==> src/rtl/bcd_clock_set_ctrl.sv <==
// Run/set sequencer for a 12-hour BCD time-of-day counter: issues the 1 Hz ena
// tick in RUN and lets the user edit hours, minutes and AM/PM before a one-cycle load.
module bcd_clock_set_ctrl #(
    parameter int TICK_DIV    = 50000000,
    parameter int SET_TIMEOUT = 30
) (
    input  logic       clk,
    input  logic       reset,
    input  logic       btn_mode,
    input  logic       btn_inc,
    input  logic [7:0] cur_hh,
    input  logic [7:0] cur_mm,
    input  logic       cur_pm,
    output logic       ena,
    output logic       load,
    output logic [7:0] load_hh,
    output logic [7:0] load_mm,
    output logic       load_pm,
    output logic       set_hh_act,
    output logic       set_mm_act,
    output logic [1:0] dbg_state
);

    localparam int PW = (TICK_DIV > 2) ? $clog2(TICK_DIV) : 1;
    localparam logic [PW-1:0] PRE_LAST = PW'(TICK_DIV - 1);
    localparam int TW = (SET_TIMEOUT > 0) ? $clog2(SET_TIMEOUT + 1) : 1;
    localparam logic [TW-1:0] TO_LAST = TW'((SET_TIMEOUT > 0) ? SET_TIMEOUT - 1 : 0);
    localparam bit TO_EN = (SET_TIMEOUT > 0);

    // dbg_state encoding: 0 RUN, 1 SET_HH, 2 SET_MM, 3 COMMIT
    typedef enum logic [1:0] {
        S_RUN    = 2'd0,
        S_SET_HH = 2'd1,
        S_SET_MM = 2'd2,
        S_COMMIT = 2'd3
    } state_t;

    state_t        state_q, state_d;
    logic [PW-1:0] pre_q, pre_d, pre_next;
    logic [TW-1:0] to_q, to_d;
    logic [7:0]    edit_hh_q, edit_hh_d, edit_mm_q, edit_mm_d;
    logic          edit_pm_q, edit_pm_d;
    logic [7:0]    load_hh_q, load_hh_d, load_mm_q, load_mm_d;
    logic          load_pm_q, load_pm_d;
    logic          mode_prev_q, inc_prev_q;
    logic          mode_edge, inc_edge, pre_wrap;

    function automatic logic hh_valid(input logic [7:0] v);
        return ((v[7:4] == 4'd0) && (v[3:0] >= 4'd1) && (v[3:0] <= 4'd9)) ||
               ((v[7:4] == 4'd1) && (v[3:0] <= 4'd2));
    endfunction

    function automatic logic mm_valid(input logic [7:0] v);
        return (v[7:4] <= 4'd5) && (v[3:0] <= 4'd9);
    endfunction

    function automatic logic [7:0] hh_step(input logic [7:0] v);
        if (v == 8'h12) return 8'h01;
        if (v[3:0] == 4'd9) return {v[7:4] + 4'd1, 4'd0};
        return {v[7:4], v[3:0] + 4'd1};
    endfunction

    function automatic logic [7:0] mm_step(input logic [7:0] v);
        if (v == 8'h59) return 8'h00;
        if (v[3:0] == 4'd9) return {v[7:4] + 4'd1, 4'd0};
        return {v[7:4], v[3:0] + 4'd1};
    endfunction

    assign mode_edge = btn_mode & ~mode_prev_q;
    assign inc_edge  = btn_inc & ~inc_prev_q;
    assign pre_wrap  = (pre_q == PRE_LAST);
    assign pre_next  = pre_wrap ? '0 : pre_q + PW'(1);

    always_comb begin
        state_d   = state_q;
        pre_d     = pre_q;
        to_d      = to_q;
        edit_hh_d = edit_hh_q;
        edit_mm_d = edit_mm_q;
        edit_pm_d = edit_pm_q;
        load_hh_d = load_hh_q;
        load_mm_d = load_mm_q;
        load_pm_d = load_pm_q;
        ena       = 1'b0;
        unique case (state_q)
            S_RUN: begin
                to_d = '0;
                // A mode press on the terminal count suppresses that tick.
                if (mode_edge) begin
                    edit_hh_d = hh_valid(cur_hh) ? cur_hh : 8'h12;
                    edit_mm_d = mm_valid(cur_mm) ? cur_mm : 8'h00;
                    edit_pm_d = cur_pm;
                    pre_d     = '0;
                    state_d   = S_SET_HH;
                end else begin
                    ena   = pre_wrap;
                    pre_d = pre_next;
                end
            end
            S_SET_HH, S_SET_MM: begin
                pre_d = pre_next;
                if (mode_edge || inc_edge) to_d = '0;
                if (mode_edge) begin
                    if (state_q == S_SET_HH) begin
                        state_d = S_SET_MM;
                    end else begin
                        load_hh_d = edit_hh_q;
                        load_mm_d = edit_mm_q;
                        load_pm_d = edit_pm_q;
                        state_d   = S_COMMIT;
                    end
                end else if (inc_edge) begin
                    if (state_q == S_SET_HH) begin
                        edit_hh_d = hh_step(edit_hh_q);
                        if (edit_hh_q == 8'h11) edit_pm_d = ~edit_pm_q;
                    end else begin
                        edit_mm_d = mm_step(edit_mm_q);
                    end
                end else if (TO_EN && pre_wrap) begin
                    if (to_q == TO_LAST) begin
                        state_d = S_RUN;
                        pre_d   = '0;
                        to_d    = '0;
                    end else begin
                        to_d = to_q + TW'(1);
                    end
                end
            end
            S_COMMIT: begin
                pre_d   = '0;
                to_d    = '0;
                state_d = S_RUN;
            end
            default: state_d = S_RUN;
        endcase
    end

    always_ff @(posedge clk or negedge reset) begin
        if (!reset) begin
            state_q     <= S_RUN;
            pre_q       <= '0;
            to_q        <= '0;
            edit_hh_q   <= 8'h12;
            edit_mm_q   <= 8'h00;
            edit_pm_q   <= 1'b0;
            load_hh_q   <= 8'h03;
            load_mm_q   <= 8'h00;
            load_pm_q   <= 1'b1;
            mode_prev_q <= 1'b0;
            inc_prev_q  <= 1'b0;
        end else begin
            state_q     <= state_d;
            pre_q       <= pre_d;
            to_q        <= to_d;
            edit_hh_q   <= edit_hh_d;
            edit_mm_q   <= edit_mm_d;
            edit_pm_q   <= edit_pm_d;
            load_hh_q   <= load_hh_d;
            load_mm_q   <= load_mm_d;
            load_pm_q   <= load_pm_d;
            mode_prev_q <= btn_mode;
            inc_prev_q  <= btn_inc;
        end
    end

    assign load       = (state_q == S_COMMIT);
    assign load_hh    = load_hh_q;
    assign load_mm    = load_mm_q;
    assign load_pm    = load_pm_q;
    assign set_hh_act = (state_q == S_SET_HH);
    assign set_mm_act = (state_q == S_SET_MM);
    assign dbg_state  = state_q;

endmodule
==> config.mk <==
export PLATFORM = sky130hd
export DESIGN_NAME = bcd_clock_set_ctrl
export DESIGN_NICKNAME = d
export VERILOG_FILES = /design/src/rtl/bcd_clock_set_ctrl.sv
export SDC_FILE = /design/constraint.sdc
export NUM_CORES = 1
export LEC_CHECK = 0
export BUFFER_PORTS_ARGS = -buffer_cell sky130_fd_sc_hd__buf_2
export CAP_MARGIN = 20
export CORE_MARGIN = 1
export CORE_UTILIZATION = 40
export DETAILED_ROUTE_END_ITERATION = 8
export SKIP_CTS_REPAIR_TIMING = 1
export SLEW_MARGIN = 5
export SYNTH_ARGS = -nofsm -noshare
export SYNTH_HDL_FRONTEND = slang
export SYNTH_SLANG_ARGS = --single-unit
export TNS_END_PERCENT = 10
==> constraint.sdc <==
create_clock -name clk -period 7.1 [get_ports clk]
set_clock_uncertainty 0.2 [all_clocks]
set_input_delay 0 -clock clk [delete_from_list [all_inputs] [get_ports clk]]
set_output_delay 0 -clock clk [all_outputs]
set_load 0.01 [all_outputs]
## Yosys cells after proc, flatten, opt, wreduce, memory -nomap -nowiden

Index checks and enable logic that the tools add are counted.

- Flip-flop bits (word level): 69
- Input bits: 21
- Output and inout bits: 23
- Word-level logic and storage cells: 140

- Add/subtract/negate cells: 6
- Magnitude comparators: 5
- Equality and inequality tests: 22
- Multiplexer cells: 70
- Bitwise gates (word level): 6
- Reduce and logical (&&, ||, !) cells: 18

Operators with widths:

| kind | count |
|---|---|
| $mux W26 | 6 |
| $mux W8 | 18 |
| $pmux W26 S3 | 1 |
| $pmux W8 S2 | 2 |
| $mux W1 | 30 |
| $add A26 B1 Y26 const B | 1 |
| $eq A26 B26 Y1 const B | 1 |
| $mux W5 | 5 |
| $reduce_and A6 Y1 | 3 |
| $add A4 B1 Y4 const B | 4 |
| $eq A8 B5 Y1 const B | 2 |
| $ne A3 B3 Y1 const B | 5 |
| $ne A2 B2 Y1 const B | 6 |
| $mux W2 | 5 |
| $pmux W5 S2 | 1 |
| $reduce_and A5 Y1 | 2 |
| $eq A4 B4 Y1 const B | 2 |
| $eq A8 B7 Y1 const B | 1 |
| $le A4 B4 Y1 const B | 2 |
| $pmux W2 S3 | 1 |
| $add A5 B1 Y5 const B | 1 |
| $eq A5 B5 Y1 const B | 1 |
| $eq A2 B2 Y1 const B | 2 |
| $eq A4 B1 Y1 const B | 1 |
| other kinds (15) | 24 |

## Depth between registers and ports, before layout

Gate-level depths: netlist (run 1).

- Depth after elaboration: 17
- Mapped depth: 8
- Depth with buffers taken out: 6

## Worst setup path after synthesis (run 1)

Ideal clock, no wire load.

- Kind: register to register
- Start: register state_q[0], in the netlist dbg_state[0]
- End: register load_hh_q[4], in the netlist load_hh[4]
- Setup time: 125 ps
- Arrival time: 2,085 ps
- Data required time: 6,775 ps
- Slack: 4,690 ps
- Cell stages (with the launch flop): 8
- Buffers on the path: 2
- Clock period less this slack: 2,410 ps
- Path through: dfrtp_1 inv_1 ha_1 buf_4 inv_2 nor3_2 buf_2 mux2_2

- Cells in the longest elaborated chain, start to end: 3
- Elaborated cells on any way between the ends: 5
- Those cells by class: 2 x eq/ne; 1 x bitwise; 2 x reduce/logical

Ends and longest elaborated chain:

| item | RTL line | source |
|---|---|---|
| from (decl) | 38 | `state_t state_q, state_d;` |
| from (signal assigned) | 152 | `state_q <= state_d;` |
| $eq A2 B1 Y1 / $eq A2 B2 Y1 (equally long branches) | 85, 104 |  |
| $reduce_or A2 Y1 / $not A1 Y1 (equally long branches) | -- |  |
| $reduce_and A3 Y1 (no line) (*) | -- |  |
| to (signal assigned) | 158 | `load_hh_q <= load_hh_d;` |
| to (decl) | 43 | `logic [7:0] load_hh_q, load_hh_d, load_mm_q, load_mm_d;` |

Mark *: on every way between the ends. The rest lies on a longest branch, timed or not.
A chain may end at the register's enable or synchronous reset.

## Final worst setup path (run 1)

- Start: register state_q[0], in the netlist dbg_state[0]
- End: register edit_mm_q[5]

- Cells in the longest elaborated chain, start to end: 4
- Elaborated cells on any way between the ends: 12
- Those cells by class: 7 x eq/ne; 1 x mux; 4 x reduce/logical

Ends and longest elaborated chain:

| item | RTL line | source |
|---|---|---|
| $eq A2 B1 Y1 / $eq A2 B2 Y1 (equally long branches) | 85, 113 |  |
| $reduce_or A2 Y1 | 85 | `unique case (state_q)` |
| $ne A3 B3 Y1 (no line) (tied with other cells) | -- |  |
| $reduce_and A6 Y1 (no line) | -- |  |
| to (signal assigned) | 156 | `edit_mm_q <= edit_mm_d;` |
| to (decl) | 41 | `logic [7:0] edit_hh_q, edit_hh_d, edit_mm_q, edit_mm_d;` |

Several ways; a longest one is shown, not always the timed one.

==> results.cfg, run 1 <==
[run_status]
status = complete, but fails checks
violations = hold timing

[final_layout]
areaGrowthSynthToFinish_pct = 15.38
diodes = 0
fillerInstances = 898
seq_area_um2 = 1733
nets = 471
drive_gt1_frac = 0.2240
design_area_um2 = 4561
multiInputGateArea_um2 = 2057

[die]
die-width_um = 101.4
core_area_um2 = 9415
io-pin-count = 44
start_util = 0.4198
row_count = 35
dieHeight_um = 101.4
dieArea_um2 = 10280

[yosys]
synth_edf_count = 0
ys_ff_latch = 69
synthCells = 383
ys_warn_count = 0
postSynthAreaPerCell_um2 = 10.32
syn-num-nets = 417
yosysMostFrequentCell = dfrtp_1
synthArstFlopShare = 1.000
netlist_top_cells_count = dfrtp_1 (64), nor2_1 (23)
yosysTopAreaCellShare = 0.4052
seq_area_frac_synth = 0.4384
synth_area_um2 = 3953
synth_top_area_cell = dfrtp_1
synth_cell_type_count = 69
synth-main-ff-cell = dfrtp_1
synth_area_leaders = dfrtp_1 (41%), mux2_2 (6.0%), ha_1 (4.1%), dfstp_2 (3.3%), o31ai_1 (3.0%)

[job]
drv_cap = 0

[route]
vias = 3207
wl_per_cell_um = 15.10
drt_iter0_drc = 177
drtAntennaViolNets = 0
drtPass1Iterations = 4
wirelength_um = 8620
drc = 0
viasPerCell = 5.616

[setup_path]
required_ps = 7120
endpoint_kind = flop
cp.arrival_ps = 3180
crit_start = dbg_state[0]$_DFFE_PN0P_
r2r_cells = 6
cp-start-kind = flop
critPathMaxFanout = 22
path_class = flop to flop
r2r-start = dbg_state[0]$_DFFE_PN0P_
cp_slowest_stage_delay_ps = 750
path_buf_inv = 1
crit_cells = 6
path_cells = inv_1 > ha_1 > nand3b_1 > or4b_4 > a21oi_2 > mux2_2
critPathSlowestCell = ha_1
path_delay_family = simple AND/OR/NAND/NOR gates

[grt]
grt_max_degree = 70
grt_pass1_wl_um = 14410
antenna_found_initial = 0
grt_usage = 0.1795
grt_pass1_vias = 2991
grt_overflow = 0

[cts]
path_clk_slew_ps = 60
cts_root_buf = clkbuf_8
cts_made_buffers = 9
cts_max_level = 3
clockBufferDepth = 2
clkLatencyLatePin_ps = 350
tritoncts = yes
clock-sinks = 69

[worst_hold_path]
min-delay-start = cur_hh[5]
min_path_type = input pin to flop
hold_depth = 4

[timing]
final_max_slew_viol_count = 0
fmax_ghz = 0.3160
hold_violations = 3
final.period_utilization = 0.4457
worst_slew_margin_rel = 0.3055
tns_ps = 0
fin_crit_ps = 3164
rsz0062_at_grt = no
holdWs_ps = -58.67
tightest_slew_ps = 1041
finalSetupViolations = 0

[place]
io_buffers = 43
dpl.hpwl_um = 5791
routabilityCongestion = 0.8169
placed_cell_area_um2 = 4227

[power_and_ir_drop]
leakage_nw = 1.933
vdd_drop_max_mv = 0.1700
p_per_area_nw_per_um2 = 298.5
final timing paths:
path                       slack (ps)                        to
max in group asynchronous        5920     edit_pm_q$_DFFE_PN0P_
hold reg to reg                   290        pre_q[0]$_DFF_PN0_
min in group asynchronous         170    load_mm[1]$_DFFE_PN0P_
hold / removal                    -60  edit_hh_q[0]$_DFFE_PN0P_
setup reg to reg                 3940  edit_mm_q[5]$_DFFE_PN0P_
setup / recovery                 3940  edit_mm_q[5]$_DFFE_PN0P_
report_power, final:
part	switching, mW	internal (mW)	leakage (nW)
combinational	0.307	0.218	0.938
clock	0.146	0.126	0.0812
sequential	0.0840	0.481	0.914
total	0.537	0.824	1.93
worst reg2reg max path: stages (launching register included):
cell	delay, ps
dfrtp_1	420
inv_1	90
ha_1	750
nand3b_1	370
or4b_4	590
a21oi_2	250
mux2_2	370
through the flow:
| step | setup WS, ps | utilization | power (mW) | cells |
|---|---|---|---|---|
| 2_1_floorplan | 4690 | - | 0.9470 | 383 |
| 3_3_place_gp | 4090 | 0.4489 | 1.079 | 537 |
| 3_5_place_dp | 3952 | 0.4489 | 1.092 | 537 |
| 4_1_cts | 3934 | 0.4652 | 1.366 | 553 |
| 5_1_grt | 3739 | 0.4844 | 1.465 | 571 |
| 6_report | 3936 | 0.4844 | 1.361 | 571 |
state kept, by name, summed over array words and instances (netlist names):
signal and cells:
dbg_state 2, inc_prev_q 1, edit_hh_q 8, to_q 5, pre_q 26, load_hh 8
load_pm 1, edit_pm_q 1, mode_prev_q 1, load_mm 8, edit_mm_q 8
kinds of logic after synthesis:
| logic type | count (synthesis) | share of synthesized area |
|---|---|---|
| AND/OR/NAND/NOR | 138 | 0.2187 |
| AO/OA/AOI/OAI | 95 | 0.1671 |
| flip-flops | 69 | 0.4384 |
| buffers and inverters | 32 | 0.04115 |
| multiplexers | 22 | 0.06236 |
| XOR/XNOR | 14 | 0.03102 |
| adder cells (fa/ha/maj) | 13 | 0.04115 |
per-layer routing:
metal | GRT usage | up-vias | share of wire | wire length (um)
li1 | - | 1563 | - | -
met1 | 0.2530 | 1563 | 0.49 | 4252
met2 | 0.2679 | 75 | 0.44 | 3809
met3 | 0.05107 | 6 | 0.056 | 480
met4 | 0.05463 | 0 | 0.0089 | 77
met5 | 0 | - | 0 | 0
final cells by class:
type                       count  area share
multi-input combinational    282      0.4510
timing repair buffer          63     0.08999
clock buffer                  13     0.03045
tap                          129     0.03539
clock inverter                 3    0.003292
sequential                    69      0.3800
inverter                      12    0.009877
cell usage in the layout, fill, tap and decap left out, types with 3 or more instances in the layout:
cell and n:
a2111o_1 3, a21oi_1 21, a22o_1 5, and3_1 8
and4_1 3, buf_2 43, clkbuf_1 4, clkbuf_8 9
clkinv_2 3, dfrtp_1 64, dfstp_2 5, dlygate4sd3_1 18
ha_1 13, inv_1 11, mux2_2 21, nand2_1 11
nand2b_1 5, nand3_1 21, nand3b_1 3, nand4_1 12
nor2_1 23, nor2b_1 4, nor3_1 4, nor4_1 5
o21ai_0 21, o2bb2ai_1 3, o31ai_1 16, or3_1 4
or4_1 13, xnor2_1 5, xor2_1 9
Power figures use the tool's default switching activity.
==> inputs of run 2 (changes only) <==
==> constraint.sdc (replaced) <==
create_clock -name clk -period 2.7 [get_ports clk]
set_clock_uncertainty 0.2 [all_clocks]
set_input_delay 0 -clock clk [delete_from_list [all_inputs] [get_ports clk]]
set_output_delay 0 -clock clk [all_outputs]
set_load 0.01 [all_outputs]
==> run 2 against run 1 <==
The flow still finishes with violations (hold timing). Final cell count up 0.88%. Power rose to 2.7 times the previous value. Sequential cell count unchanged. Non-clock buffer count up 6. Count of clock-buffer cells in the layout unchanged. Setup slack worse by 3800 ps.
==> results.cfg, run 2 (same netlist as run 1, synthesis figures left out) <==
[timing]
worst_slew_margin_rel = 0.4731
rsz0062_at_grt = no
hold_violations = 1
fin_crit_ps = 2551
worst_slack_ps = 149.5
tns_ps = 0
fmax_ghz = 0.3921
final_max_slew_viol_count = 0
finalSetupViolations = 0
holdWs_ps = -8.462
tightest_slew_ps = 790.4
final.period_utilization = 0.9446

[die]
dieArea_um2 = 10280
row_count = 35
core_area_um2 = 9415
io-pin-count = 44
start_util = 0.4198
die-width_um = 101.4
dieHeight_um = 101.4

[place]
io_buffers = 43
routabilityCongestion = 0.8330
placed_cells = 542
pre_cts_ws_ps = 183.1
dpl.hpwl_um = 5985

[power_and_ir_drop]
p_switching_mw = 1.408
p_per_area_nw_per_um2 = 788.8
leakage_nw = 1.963
swShare = 0.3859
intPower_mw = 2.241
pwr-share-clk = 0.200
vdd_drop_max_mv = 0.4020
seqPwrFrac = 0.406
p_comb_frac = 0.394

[final_layout]
nets = 477
drive_gt1_frac = 0.2327
final_common_cell = dfrtp_1
diodes = 0
top_register = pre_q
postLayoutCoreUtil = 0.4913
final_cell_mix = dfrtp_1 (64), buf_2 (43), nor2_1 (23)
areaGrowthSynthToFinish_pct = 17.03
stdcell_count = 576
fillerInstances = 888
largest_reg_flops = 26

[grt]
grt_max_degree = 37
grt_overflow = 0
antenna_found_initial = 0
grt_pass1_wl_um = 14370
grt_usage = 0.1789
grt_pass1_vias = 2959

[setup_path]
endpoint_kind = flop
path_cells = inv_1 > ha_1 > nand3b_1 > or4b_4 > a21oi_2 > mux2_2
path_class = flop to flop
critPathSlowestCell = or4b_4
cp-start-kind = flop
path_buf_inv = 1
path_delay_family = simple AND/OR/NAND/NOR gates
cp.arrival_ps = 2570
cp_slowest_stage_delay_ps = 580
required_ps = 2720
critPathMaxFanout = 7

[cts]
cts_max_level = 3
clkLatencyLatePin_ps = 350
clock-sinks = 69
clockBufferDepth = 2
cts_made_buffers = 9
tritoncts = yes
path_clk_slew_ps = 70
cts_root_buf = clkbuf_8

[run_status]
violations = hold timing
status = complete, but fails checks

[worst_hold_path]
min_path_type = input pin to flop

[route]
wirelength_um = 8875
drtAntennaViolNets = 0
vias = 3227
drt_iter0_drc = 151
wl_per_cell_um = 15.41
viasPerCell = 5.602
drc = 0
drtPass1Iterations = 6

[job]
drv_cap = 0
-- run 2: changes by cell type in the layout (fill, tap and decap cells not counted) --
cell	previous run	this run
clkbuf_1	4	3
buf_12	0	1
dlygate4sd3_1	18	19
clkinv_2	3	2
clkbuf_8	9	10
buf_4	2	6
-- run 2: layout make-up --
type | count | area (um2) | share of cell area
multi-input combinational | 282 | 2057 | 0.4447
inverter | 12 | 45.04 | 0.009738
clock inverter | 2 | 10.01 | 0.002164
timing repair buffer | 69 | 470.5 | 0.1017
clock buffer | 13 | 148.9 | 0.03219
sequential | 69 | 1733 | 0.3746
tap | 129 | 161.4 | 0.03489
-- run 2: through the flow --
stage / power (mW) / instance area, um2 / hold slack (ps)
2_1_floorplan: 2.490 / 3953 / -495.6
3_3_place_gp: 2.876 / 4277 / -80.25
3_5_place_dp: 2.905 / 4277 / -72.62
4_1_cts: 3.640 / 4436 / -443.1
5_1_grt: 3.905 / 4626 / 5.183
6_report: 3.649 / 4626 / -8.462
-- run 2: worst min-delay path, cell delays in order --
cell and delay, ps:
buf_2 80, a211oi_1 60, nand3b_1 90, o21ai_0 80, a22o_1 170
-- run 2: worst paths after layout --
check	start	endpoint	depth (start not counted)	slack [ps]
max in group asynchronous	reset	edit_hh_q[1]$_DFFE_PN1P_	3	1490
min in group asynchronous	reset	edit_mm_q[0]$_DFFE_PN0P_	2	80
setup / recovery	dbg_state[1]$_DFFE_PN0P_	edit_mm_q[4]$_DFFE_PN0P_	6	150
setup reg to reg	dbg_state[1]$_DFFE_PN0P_	edit_mm_q[4]$_DFFE_PN0P_	6	150
hold reg to reg	pre_q[0]$_DFF_PN0_	pre_q[0]$_DFF_PN0_	1	280
hold / removal	cur_mm[7]	edit_mm_q[2]$_DFFE_PN0P_	5	-8
-- run 2: metal layers --
metal,up-vias,wire length [um],track usage
met4,0,136,0.07023
met1,1590,4522,0.2613
met5,-,0,0
li1,1575,-,-
met3,10,303,0.03934
met2,52,3911,0.2569
-- run 2: power by group through the flow --
stage	Combinational, mW	Clock, mW	Sequential [mW]
floorplan	1.02	0	1.47
global route	1.59	0.795	1.52
detailed placement	1.40	0	1.50
finish	1.44	0.731	1.48
global placement	1.38	0	1.49
CTS	1.41	0.750	1.48
==> inputs of run 3 (changes only) <==
--- a/config.mk
+++ b/config.mk
@@ -7,6 +7,7 @@
 export LEC_CHECK = 0
 export BUFFER_PORTS_ARGS = -buffer_cell sky130_fd_sc_hd__buf_2
 export CAP_MARGIN = 20
+export CORE_ASPECT_RATIO = 0.6
 export CORE_MARGIN = 1
 export CORE_UTILIZATION = 40
 export DETAILED_ROUTE_END_ITERATION = 8
==> run 3 against run 2 <==
The run still ends with hold timing left. Largest power group unchanged. Final cell count is 0.35% higher. Routed wire length is 3.9% higher. Critical endpoint unchanged. Highest routed layer unchanged. Non-clock buffer count unchanged.
==> results.cfg, run 3 (same netlist as run 1, synthesis figures left out) <==
[timing]
rsz0062_at_grt = no
finalSetupViolations = 0
worst_slew_margin_rel = 0.5405
fmax_ghz = 0.3871
worst_slack_ps = 116.9
hold_violations = 2
final.period_utilization = 0.9567
tightest_slew_ps = 671.9
final_max_slew_viol_count = 0
fin_crit_ps = 2583
tns_ps = 0
holdWs_ps = -17.58

[final_layout]
fillerInstances = 888
drive_gt1_frac = 0.2478
multiInputGateArea_um2 = 2074
nets = 477
top_register = pre_q
final_common_cell = dfrtp_1
seq_area_um2 = 1733
areaGrowthSynthToFinish_pct = 22.13
final_cell_mix = dfrtp_1 (64), buf_2 (43), nor2_1 (23)
largest_reg_flops = 26
diodes = 0

[route]
drt_iter0_drc = 225
drtPass1Iterations = 4
vias = 3253
drc = 0
wirelength_um = 9221
drtAntennaViolNets = 0
wl_per_cell_um = 15.95
viasPerCell = 5.628

[place]
io_buffers = 43
pre_cts_ws_ps = 129.2
dpl.hpwl_um = 6459
routabilityCongestion = 0.8048

[setup_path]
critPathSlowestCell = or4b_4
critPathMaxFanout = 7
r2r_setup_slack_ps = 120
path_cells = inv_1 > ha_1 > nand3b_1 > or4b_4 > a21oi_4 > mux2_2
path_class = flop to flop
cp.arrival_ps = 2600
required_ps = 2720
cp-start-kind = flop
r2r_cells = 6
r2r_end = edit_mm_q[4]$_DFFE_PN0P_
r2r-start = dbg_state[0]$_DFFE_PN0P_
endpoint_kind = flop
cp_slowest_stage_delay_ps = 590

[run_status]
status = complete, but fails checks
violations = hold timing

[die]
dieHeight_um = 79
io-pin-count = 44
die-width_um = 130.3
start_util = 0.4209
row_count = 27
dieArea_um2 = 10300
core_area_um2 = 9392

[worst_hold_path]
min_to = edit_hh_q[3]$_DFFE_PN0P_
min_path_type = input pin to flop
min-delay-start = cur_hh[5]
hold_depth = 5

[job]
drv_cap = 0

[grt]
grt_overflow = 0
grt_pass1_wl_um = 15370
grt_usage = 0.1980
grt_pass1_vias = 2924
antenna_found_initial = 0
grt_max_degree = 43

[power_and_ir_drop]
leakage_nw = 2.054
vdd_drop_max_mv = 0.4153
p_per_area_nw_per_um2 = 901.5

[cts]
tritoncts = yes
cts_root_buf = clkbuf_16
clock-sinks = 69
cts_made_buffers = 9
clkLatencyLatePin_ps = 340
cts_max_level = 3
clockBufferDepth = 2
path_clk_slew_ps = 60
## run 3: cell count changes in the layout (fill, tap and decap cells not counted), sizes merged
cell,delta
clkbuf,-3
clkinvlp,+2
dlygate4sd3,-3
buf,+3
bufinv,+3
clkinv,-1
## run 3: how the worst max path moves through the flow
stage                                to  slack (ps)                startpoint  depth (start not counted)
6_report       edit_mm_q[4]$_DFFE_PN0P_         120  dbg_state[0]$_DFFE_PN0P_                          6
5_1_grt        edit_mm_q[4]$_DFFE_PN0P_          10  dbg_state[0]$_DFFE_PN0P_                          6
4_1_cts        edit_hh_q[1]$_DFFE_PN1P_          90  dbg_state[0]$_DFFE_PN0P_                          8
3_5_place_dp   edit_hh_q[1]$_DFFE_PN1P_         130  dbg_state[0]$_DFFE_PN0P_                          8
3_3_place_gp   edit_hh_q[1]$_DFFE_PN1P_         140  dbg_state[0]$_DFFE_PN0P_                          8
2_1_floorplan    load_hh[4]$_DFFE_PN0P_         290  dbg_state[0]$_DFFE_PN0P_                          7
## run 3: layout make-up
class,count,share of cell area
Tap cell,130,0.03370
Sequential cell,69,0.3590
Timing Repair Buffer,69,0.09590
Clock buffer,10,0.04951
Inverter,12,0.009331
Clock inverter,6,0.02281
Multi-Input combinational cell,282,0.4298
## run 3: worst max-delay path: cells and delay by family, from the launching register on
family | cells | cell delay, ps
fa+ha+maj | 1 | 330
simple gates | 2 | 820
buf+inv | 1 | 110
mux | 1 | 350
compound gates | 1 | 210
flops | 1 | 430
## run 3: through the flow
step	cells	power, mW	hold WS [ps]	area [um2]	utilization
floorplan	383	2.490	-495.6	3953	-
global placement	545	2.907	-131.0	4293	0.4571
detailed placement	545	2.942	-118.4	4293	0.4571
CTS	561	4.342	-479.8	4642	0.4943
global route	578	4.638	20.19	4827	0.5140
finish	578	4.352	-17.58	4827	0.5140
## run 3: where the power goes
group	leakage (nW)	internal, mW	switching [mW]
logic	0.976	0.645	0.832
registers	0.914	1.27	0.227
clock network	0.165	0.925	0.455
## run 3: per-layer routing
metal,vias to the layer above,wire (um),global-route usage,share of wire
met4,0,96,0.04483,0.010
met3,7,392,0.06739,0.043
met1,1596,5016,0.3085,0.54
met5,-,0,0,0
met2,64,3716,0.2548,0.40
li1,1586,-,-,-
